File: config.mk
export PLATFORM = sky130hd
export DESIGN_NAME = seq_detect_param
export DESIGN_NICKNAME = d
export VERILOG_FILES = /design/src/rtl/seq_detect_param.sv
export SDC_FILE = /design/constraint.sdc
export NUM_CORES = 1
export LEC_CHECK = 0
export BUFFER_PORTS_ARGS = -buffer_cell sky130_fd_sc_hd__clkbuf_2
export CAP_MARGIN = 20
export CORE_UTILIZATION = 25
export CTS_CLUSTER_SIZE = 28
export DETAILED_ROUTE_END_ITERATION = 6
export GPL_ROUTABILITY_DRIVEN = 1
export PLACE_DENSITY_LB_ADDON = 0.15
export SKIP_LAST_GASP = 1
export SYNTH_ARGS = -nofsm -noshare
export SYNTH_HDL_FRONTEND = slang
export SYNTH_SLANG_ARGS = --single-unit
File: constraint.sdc
create_clock -name clk -period 1.85 [get_ports clk]
set_clock_uncertainty 0.05 [all_clocks]
set_input_delay 0.555 -clock clk [delete_from_list [all_inputs] [get_ports clk]]
set_output_delay 0.555 -clock clk [all_outputs]
set_load 0.01 [all_outputs]
File: src/rtl/seq_detect_param.sv
// Serial pattern detector built on a KMP-style prefix automaton.
// The state is the length of the longest pattern prefix that ends the
// consumed bit stream. Every transition is resolved while the design is
// elaborated, so the hardware is a small constant lookup, the state
// register, a registered match pulse and a saturating match counter.
module seq_detect_param #(
   parameter int N = 4,
   parameter logic [N-1:0] PATTERN = 4'b1101,
   parameter int OVERLAP = 1,
   parameter int CNT_W = 8,
   localparam int SW = $clog2(N + 1)
) (
   input  logic             clk,
   input  logic             reset,
   input  logic             x,
   input  logic             en,
   input  logic             clr_count,
   output logic             match,
   output logic [SW-1:0]    state,
   output logic [CNT_W-1:0] match_count
);

   // Pattern bit idx, where idx = N-1 is the first bit expected on the wire.
   function automatic logic patBit(input int idx);
      logic [N-1:0] shifted;
      shifted = PATTERN >> idx;
      return shifted[0];
   endfunction

   // Bit t of the string formed by the k-bit matched prefix followed by b.
   function automatic logic streamBit(input int k, input logic b, input int t);
      logic result;
      if (t < k) begin
         result = patBit(N - 1 - t);
      end else begin
         result = b;
      end
      return result;
   endfunction

   // Successor of state k on input b: the longest pattern prefix that is a
   // suffix of (prefix_k, b), capped at N. A completed match in
   // non-overlapping mode discards all history except the new bit.
   function automatic logic [SW-1:0] nextState(input int k, input logic b);
      int   best;
      logic ok;
      best = 0;
      if (OVERLAP == 0 && k == N) begin
         best = (b == patBit(N - 1)) ? 1 : 0;
      end else begin
         for (int l = 1; l <= k + 1; l++) begin
            if (l <= N) begin
               ok = 1'b1;
               for (int i = 0; i < l; i++) begin
                  if (streamBit(k, b, k + 1 - l + i) != patBit(N - 1 - i)) begin
                     ok = 1'b0;
                  end
               end
               if (ok) begin
                  best = l;
               end
            end
         end
      end
      return SW'(best);
   endfunction

   logic [SW-1:0]    nextOnZero [N+1];
   logic [SW-1:0]    nextOnOne  [N+1];

   logic [SW-1:0]    state_q;
   logic [SW-1:0]    state_d;
   logic             match_q;
   logic             match_d;
   logic [CNT_W-1:0] matchCount_q;
   logic [CNT_W-1:0] matchCount_d;

   // Elaboration-time transition table, one entry per state for each input bit.
   for (genvar k = 0; k <= N; k++) begin : g_next
      localparam logic [SW-1:0] NextZero = nextState(k, 1'b0);
      localparam logic [SW-1:0] NextOne  = nextState(k, 1'b1);
      assign nextOnZero[k] = NextZero;
      assign nextOnOne[k]  = NextOne;
   end

   // Next state, match pulse and counter update; clear beats a simultaneous increment.
   always_comb begin
      state_d      = state_q;
      match_d      = 1'b0;
      matchCount_d = matchCount_q;
      if (en) begin
         state_d = x ? nextOnOne[state_q] : nextOnZero[state_q];
         match_d = (state_d == SW'(N));
      end
      if (clr_count) begin
         matchCount_d = '0;
      end else if (match_d && (matchCount_q != {CNT_W{1'b1}})) begin
         matchCount_d = matchCount_q + CNT_W'(1);
      end
   end

   // State, pulse and counter registers; reset wipes any partial match at once.
   always_ff @(posedge clk or posedge reset) begin
      if (reset) begin
         state_q      <= '0;
         match_q      <= 1'b0;
         matchCount_q <= '0;
      end else begin
         state_q      <= state_d;
         match_q      <= match_d;
         matchCount_q <= matchCount_d;
      end
   end

   assign state       = state_q;
   assign match       = match_q;
   assign match_count = matchCount_q;

endmodule

==> results of run 1 <==
## where the power goes
group          switching (mW)  internal (mW)  total (mW)
logic                   0.149          0.180       0.330
clock network          0.0924          0.120       0.212
registers              0.0315          0.291       0.322
total                   0.273          0.591       0.864
## final timing paths
check | start | endpoint
setup / recovery | state[0] | match_count[7]
hold / removal | reset | match_count[0]
setup reg to reg | state[0] | match_count[7]
hold reg to reg | state[2] | state[2]
max in group asynchronous | reset | state[1]
min in group clk | en | state[2]
## registers in the layout, indices dropped and copies added, names as in the netlist
signal / cells
match: 1
match_count: 8
state: 3
## repair_timing
action / in CTS / in global routing
setup buffers: 1 / 2
resized for setup: 3 / 9
hold endpoints to repair: 0 / 0
pin swaps: 1 / 4
endpoints found under the setup margin: 8 / 9
## cells by family (layout without fill, tap and decap cells)
| kind of cell | after synthesis | count (layout) |
|---|---|---|
| DFF | 12 | 12 |
| adders and majority gates | 4 | 4 |
| AOI/OAI and AO/OA | 18 | 18 |
| and+or+nand+nor | 25 | 25 |
| muxes | 3 | 3 |
| buffers and inverters | 8 | 37 |
## cells in the mapped netlist, drive strengths merged
cell type  number
a21oi           6
a311oi          1
buf             2
clkbuf          1
dfrtp          12
ha              4
inv             5
mux2            1
mux2i           2
nand2           4
nand2b          1
nand3           5
nand4           1
nor2            4
nor2b           2
nor3b           1
nor4            1
o21a            1
o21ai           5
o21ba           1
o31ai           3
o41ai           1
or3             2
or4             3
or4b            1
## stage by stage
stage | instances | setup slack (ns)
finish | 129 | -0.254
global route | 129 | -0.339
CTS | 127 | -0.246
detailed placement | 122 | -0.396
global placement | 122 | -0.358
floorplan | 70 | -0.208
## layer usage
| metal | GRT usage | wire, um |
|---|---|---|
| met1 | 0.172 | 782 |
| met2 | 0.203 | 722 |
| met3 | 0.0593 | 71 |
| met4 | 0.0256 | 0 |
| met5 | 0 | 0 |
## cell type report
type,count,area (um2)
fillers,283,1530
multi-input cells,50,419
flip-flops and latches,12,302
repair buffers,28,174
well taps,30,37.5
clock buffers,4,36.3
inverters,5,21.3
## placed cells by master, fill, tap and decap left out, types with 2 or more instances in the layout
cell / netlist / routed
ha_1: 4 / 2
dfrtp_1: 12 / 11
nand3_1: 4 / 4
inv_1: 5 / 2
nor2_1: 4 / 4
a21oi_2: 0 / 3
ha_4: 0 / 2
buf_4: 0 / 11
clkbuf_2: 0 / 16
nor2b_1: 2 / 2
inv_2: 0 / 2
nand2_1: 4 / 4
clkbuf_4: 0 / 3
o31ai_1: 3 / 3
a21oi_1: 6 / 3
o21ai_0: 5 / 5
or4_1: 3 / 2
==> flow_metrics.env, run 1 <==
export IMPL_outcome="finished with violations"
export IMPL_violations="negative setup slack"
export IMPL_mappedNetlistArea_um2=679
export IMPL_power_per_cell_area_nw_per_um2=873
export IMPL_crit_family="simple AND/OR/NAND/NOR gates"
export IMPL_antenna_cells=0
export IMPL_drt_initial_drc_count=5
export IMPL_cp_slowest_cell="or4b_4"
export IMPL_post_route_min_period_ns=2.10
export IMPL_overflow=0
export IMPL_dr_pass1_iters=4
export IMPL_synth_simple_area_share=0.217
export IMPL_ys_seq_area_frac=0.442
export IMPL_synth_compound_area_share=0.166
export IMPL_place_area_um2=871
export IMPL_yosys_area_top_type="dfrtp_1"
export IMPL_fin_ws_ns=-0.254
export IMPL_cts_root_buf="clkbuf_4"
export IMPL_p_leak_nw=0.434
export IMPL_fp_dieW_um=54.1
export IMPL_core_um2=2520
export IMPL_grt_start_max_net_pins=13
export IMPL_total_power_uw=864
export IMPL_finalSetupTns_ns=-1.58
export IMPL_synth_top_family_by_area="simple AND/OR/NAND/NOR gates"
export IMPL_wl_um=1580
export IMPL_cts_buffers_inserted=3
export IMPL_io_buffers=16
export IMPL_clkSlewWorstSetupHoldPaths_ns=0.08
export IMPL_r2r_slack_ns=-0.25
export IMPL_maxCapViolCount=0
export IMPL_synth_area_per_cell_um2=9.71
export IMPL_drive_gt1_frac=0.515
export IMPL_critPathKind="reg -> reg"
export IMPL_r2r_cells=6
export IMPL_dieArea_um2=2930
export IMPL_worstPathMaxFanout=6
export IMPL_cts_tree="done"
export IMPL_path_cells="inv_2 > ha_4 > mux2i_2 > or4b_4 > or4_4 > a21oi_2"
export IMPL_cts_path_max_buffers=2
export IMPL_fin_hold_ws_ns=0.212
export IMPL_yosys_mux_area_fraction=0.0460
export IMPL_critical_path_required_ns=2.01
export IMPL_wl_per_cell_um=12.2
export IMPL_cts_hold_buf=0
export IMPL_stdcell_area_um2=990
export IMPL_grt_pass1_wl_um=2700
export IMPL_slowest_delay_ns=0.54
export IMPL_synthXorXnorAreaFrac=0
export IMPL_drc=0
export IMPL_synth_nets=79
export IMPL_start_util=0.269
export IMPL_insertion_delay_ns=0.27
export IMPL_ys_seq_elements=12
export IMPL_setup_violations=8
export IMPL_start_kind="register"
export IMPL_worst_pin_slew_ns=0.479
export IMPL_ios=17
export IMPL_synth_fa_ha_area_frac=0.0737
export IMPL_fmax_mhz=475
export IMPL_via_per_inst=4.75
export IMPL_finalCritPeriodShare=1.14
export IMPL_rsz0062_at_grt="yes"
export IMPL_vias=613
export IMPL_synth_cell_types=27
export IMPL_syn2layout_area_growth_pct=45.7
export IMPL_fin_nets=109
export IMPL_arrival_ns=2.26
export IMPL_grt_pass1_vias=560
export IMPL_critical_path_buf_inv_count=1
export IMPL_slew_viol_final=0
export IMPL_ant_nets=0
export IMPL_gp_congestion=0.752
export IMPL_hold_violations=0
export IMPL_dp_hpwl_um=1120
export IMPL_track_usage=0.133
export IMPL_final_util=0.392
export IMPL_synth_area_top_cells="dfrtp_1, ha_1, a21oi_1"
export IMPL_slew_headroom=0.681
export IMPL_endpoint_kind="register"
export IMPL_cp_num_cells=6
export IMPL_cts_sinks=12
export IMPL_antenna_found_initial=0
export IMPL_hp_class="in -> async"
export IMPL_htree_levels=1
export IMPL_num_rows=18
export IMPL_syn_instance_count=70
export IMPL_synth_top_cell_area_share=0.442
export IMPL_yosys_warnings=0
export IMPL_vdd_ir_drop_max_mv=0.652
export IMPL_die_y_um=54.1
(Power assumes the default switching activity.)
==> run 2: changes to the inputs <==
- CORE_UTILIZATION: 25 -> 48
- CTS_BUF_LIST: unset -> sky130_fd_sc_hd__clkbuf_8
==> run 2 against run 1 <==
Effect of this change:
- the flow still finishes with violations (negative setup slack)
- sequential share of layout area barely moved
- global-route usage rose by 15 points
- register-to-register slack barely moved
- clock power rose by 39%
- critical path depth rose by 1
- worst setup slack improved by 0.0018 ns
- die area fell by 46%
- sequential power fell by 2%
- cell area fell by 0.51%
- largest cell class unchanged
==> flow_metrics.env, run 2 (same netlist as run 1, synthesis figures left out) <==
export IMPL_largest_reg_flops=8
export IMPL_grt_start_max_net_pins=13
export IMPL_wl_um=1830
export IMPL_p_leak_nw=0.435
export IMPL_dieArea_um2=1570
export IMPL_cts_root_buf="clkbuf_8"
export IMPL_finalNonFillerCells=113
export IMPL_violations="negative setup slack"
export IMPL_start_util=0.522
export IMPL_hold_violations=0
export IMPL_start_kind="register"
export IMPL_antenna_cells=0
export IMPL_cts_tree="done"
export IMPL_post_route_min_period_ns=2.10
export IMPL_outcome="finished with violations"
export IMPL_final_cell_mix="clkbuf_2, dfrtp_1, buf_4"
export IMPL_dr_pass1_iters=4
export IMPL_maxCapViolCount=0
export IMPL_cp_slowest_cell="or4b_4"
export IMPL_htree_levels=1
export IMPL_finalSetupTns_ns=-1.80
export IMPL_vias=665
export IMPL_drive_gt1_frac=0.520
export IMPL_grt_pass1_wl_um=2810
export IMPL_wl_per_cell_um=16.2
export IMPL_fmax_mhz=476
export IMPL_stdcell_area_um2=985
export IMPL_core_um2=1300
export IMPL_rsz0062_at_grt="yes"
export IMPL_slew_headroom=0.574
export IMPL_dp_cells=106
export IMPL_slew_viol_final=0
export IMPL_die_y_um=39.6
export IMPL_fin_nets=108
export IMPL_drt_initial_drc_count=9
export IMPL_cts_path_max_buffers=2
export IMPL_setup_violations=9
export IMPL_critical_path_buf_inv_count=2
export IMPL_final_util=0.757
export IMPL_insertion_delay_ns=0.24
export IMPL_drc=0
export IMPL_critical_path_required_ns=1.98
export IMPL_via_per_inst=5.88
export IMPL_ant_nets=0
export IMPL_path_cells="inv_2 > ha_2 > mux2i_2 > or4b_4 > buf_6 > or3_4 > a21oi_2"
export IMPL_fp_dieW_um=39.6
export IMPL_gp_congestion=0.814
export IMPL_arrival_ns=2.23
export IMPL_ios=17
export IMPL_fin_hold_ws_ns=0.246
export IMPL_hp_class="in -> async"
export IMPL_io_buffers=16
export IMPL_grt_pass1_vias=587
export IMPL_syn2layout_area_growth_pct=44.9
export IMPL_fin_ws_ns=-0.252
export IMPL_final_common_cell="clkbuf_2"
export IMPL_endpoint_kind="register"
export IMPL_slowest_delay_ns=0.55
export IMPL_worst_pin_slew_ns=0.639
export IMPL_antenna_found_initial=0
export IMPL_num_rows=13
export IMPL_crit_family="simple AND/OR/NAND/NOR gates"
export IMPL_track_usage=0.283
export IMPL_clkSlewWorstSetupHoldPaths_ns=0.06
export IMPL_worstPathMaxFanout=7
export IMPL_dp_hpwl_um=1050
export IMPL_overflow=0
export IMPL_power_per_cell_area_nw_per_um2=901
export IMPL_cts_buffers_inserted=3
export IMPL_cts_hold_buf=0
export IMPL_vdd_ir_drop_max_mv=0.558
export IMPL_critPathKind="reg -> reg"
export IMPL_finalCritPeriodShare=1.14
export IMPL_place_area_um2=845
export IMPL_cts_sinks=12
==> run 2: changes by cell type in the layout (fill, tap and decap cells not counted) <==
cell / delta
clkbuf_4: -3
clkbuf_8: +3
ha_2: +2
ha_4: -2
o31ai_1: -2
o31ai_4: +2
a311oi_1: +1
a311oi_2: -1
buf_4: -1
dfrtp_1: +1
dfrtp_2: -1
nor2_1: -1
nor2_2: +1
==> run 2: power by group <==
group	total (mW)	internal, mW	switching [mW]
sequential	0.317	0.289	0.0275
combinational	0.277	0.138	0.139
clock	0.294	0.188	0.106
total	0.887	0.615	0.272
==> run 2: path summary, 6_finish.rpt <==
kind | start | end | slack [ns] | depth (start not counted)
max in group asynchronous | reset | match | 1.17 | 2
min reg2reg | state[1] | state[1] | 0.55 | 2
min in group clk | en | state[2] | 0.54 | 3
max reg2reg | state[0] | match_count[0] | -0.25 | 7
max | state[0] | match_count[0] | -0.25 | 7
min | reset | match_count[7] | 0.25 | 2
==> run 2: metrics by stage <==
stage,worst slack (ns),power [mW]
2_1_floorplan,-0.208,0.450
3_3_place_gp,-0.356,0.518
3_5_place_dp,-0.377,0.526
4_1_cts,-0.239,0.841
5_1_grt,-0.321,0.938
6_report,-0.252,0.887
==> run 2: final cells by class <==
| class | instances | area, um2 |
|---|---|---|
| multi-input cells | 50 | 423 |
| repair buffers | 27 | 166 |
| well taps | 15 | 18.8 |
| clock buffers | 4 | 55.1 |
| fillers | 87 | 317 |
| inverters | 5 | 21.3 |
| flip-flops and latches | 12 | 300 |
==> run 2: layer usage <==
layer	wire [um]	track usage
met1	832	0.352
met4	44	0.147
met3	57	0.0682
met2	891	0.447
met5	0	0
==> run 2: repair_timing <==
action,CTS,global route
endpoints found under the setup margin,8,9
setup buffers,2,1
gates cloned,0,0
pin swaps,1,0
resized for setup,7,6
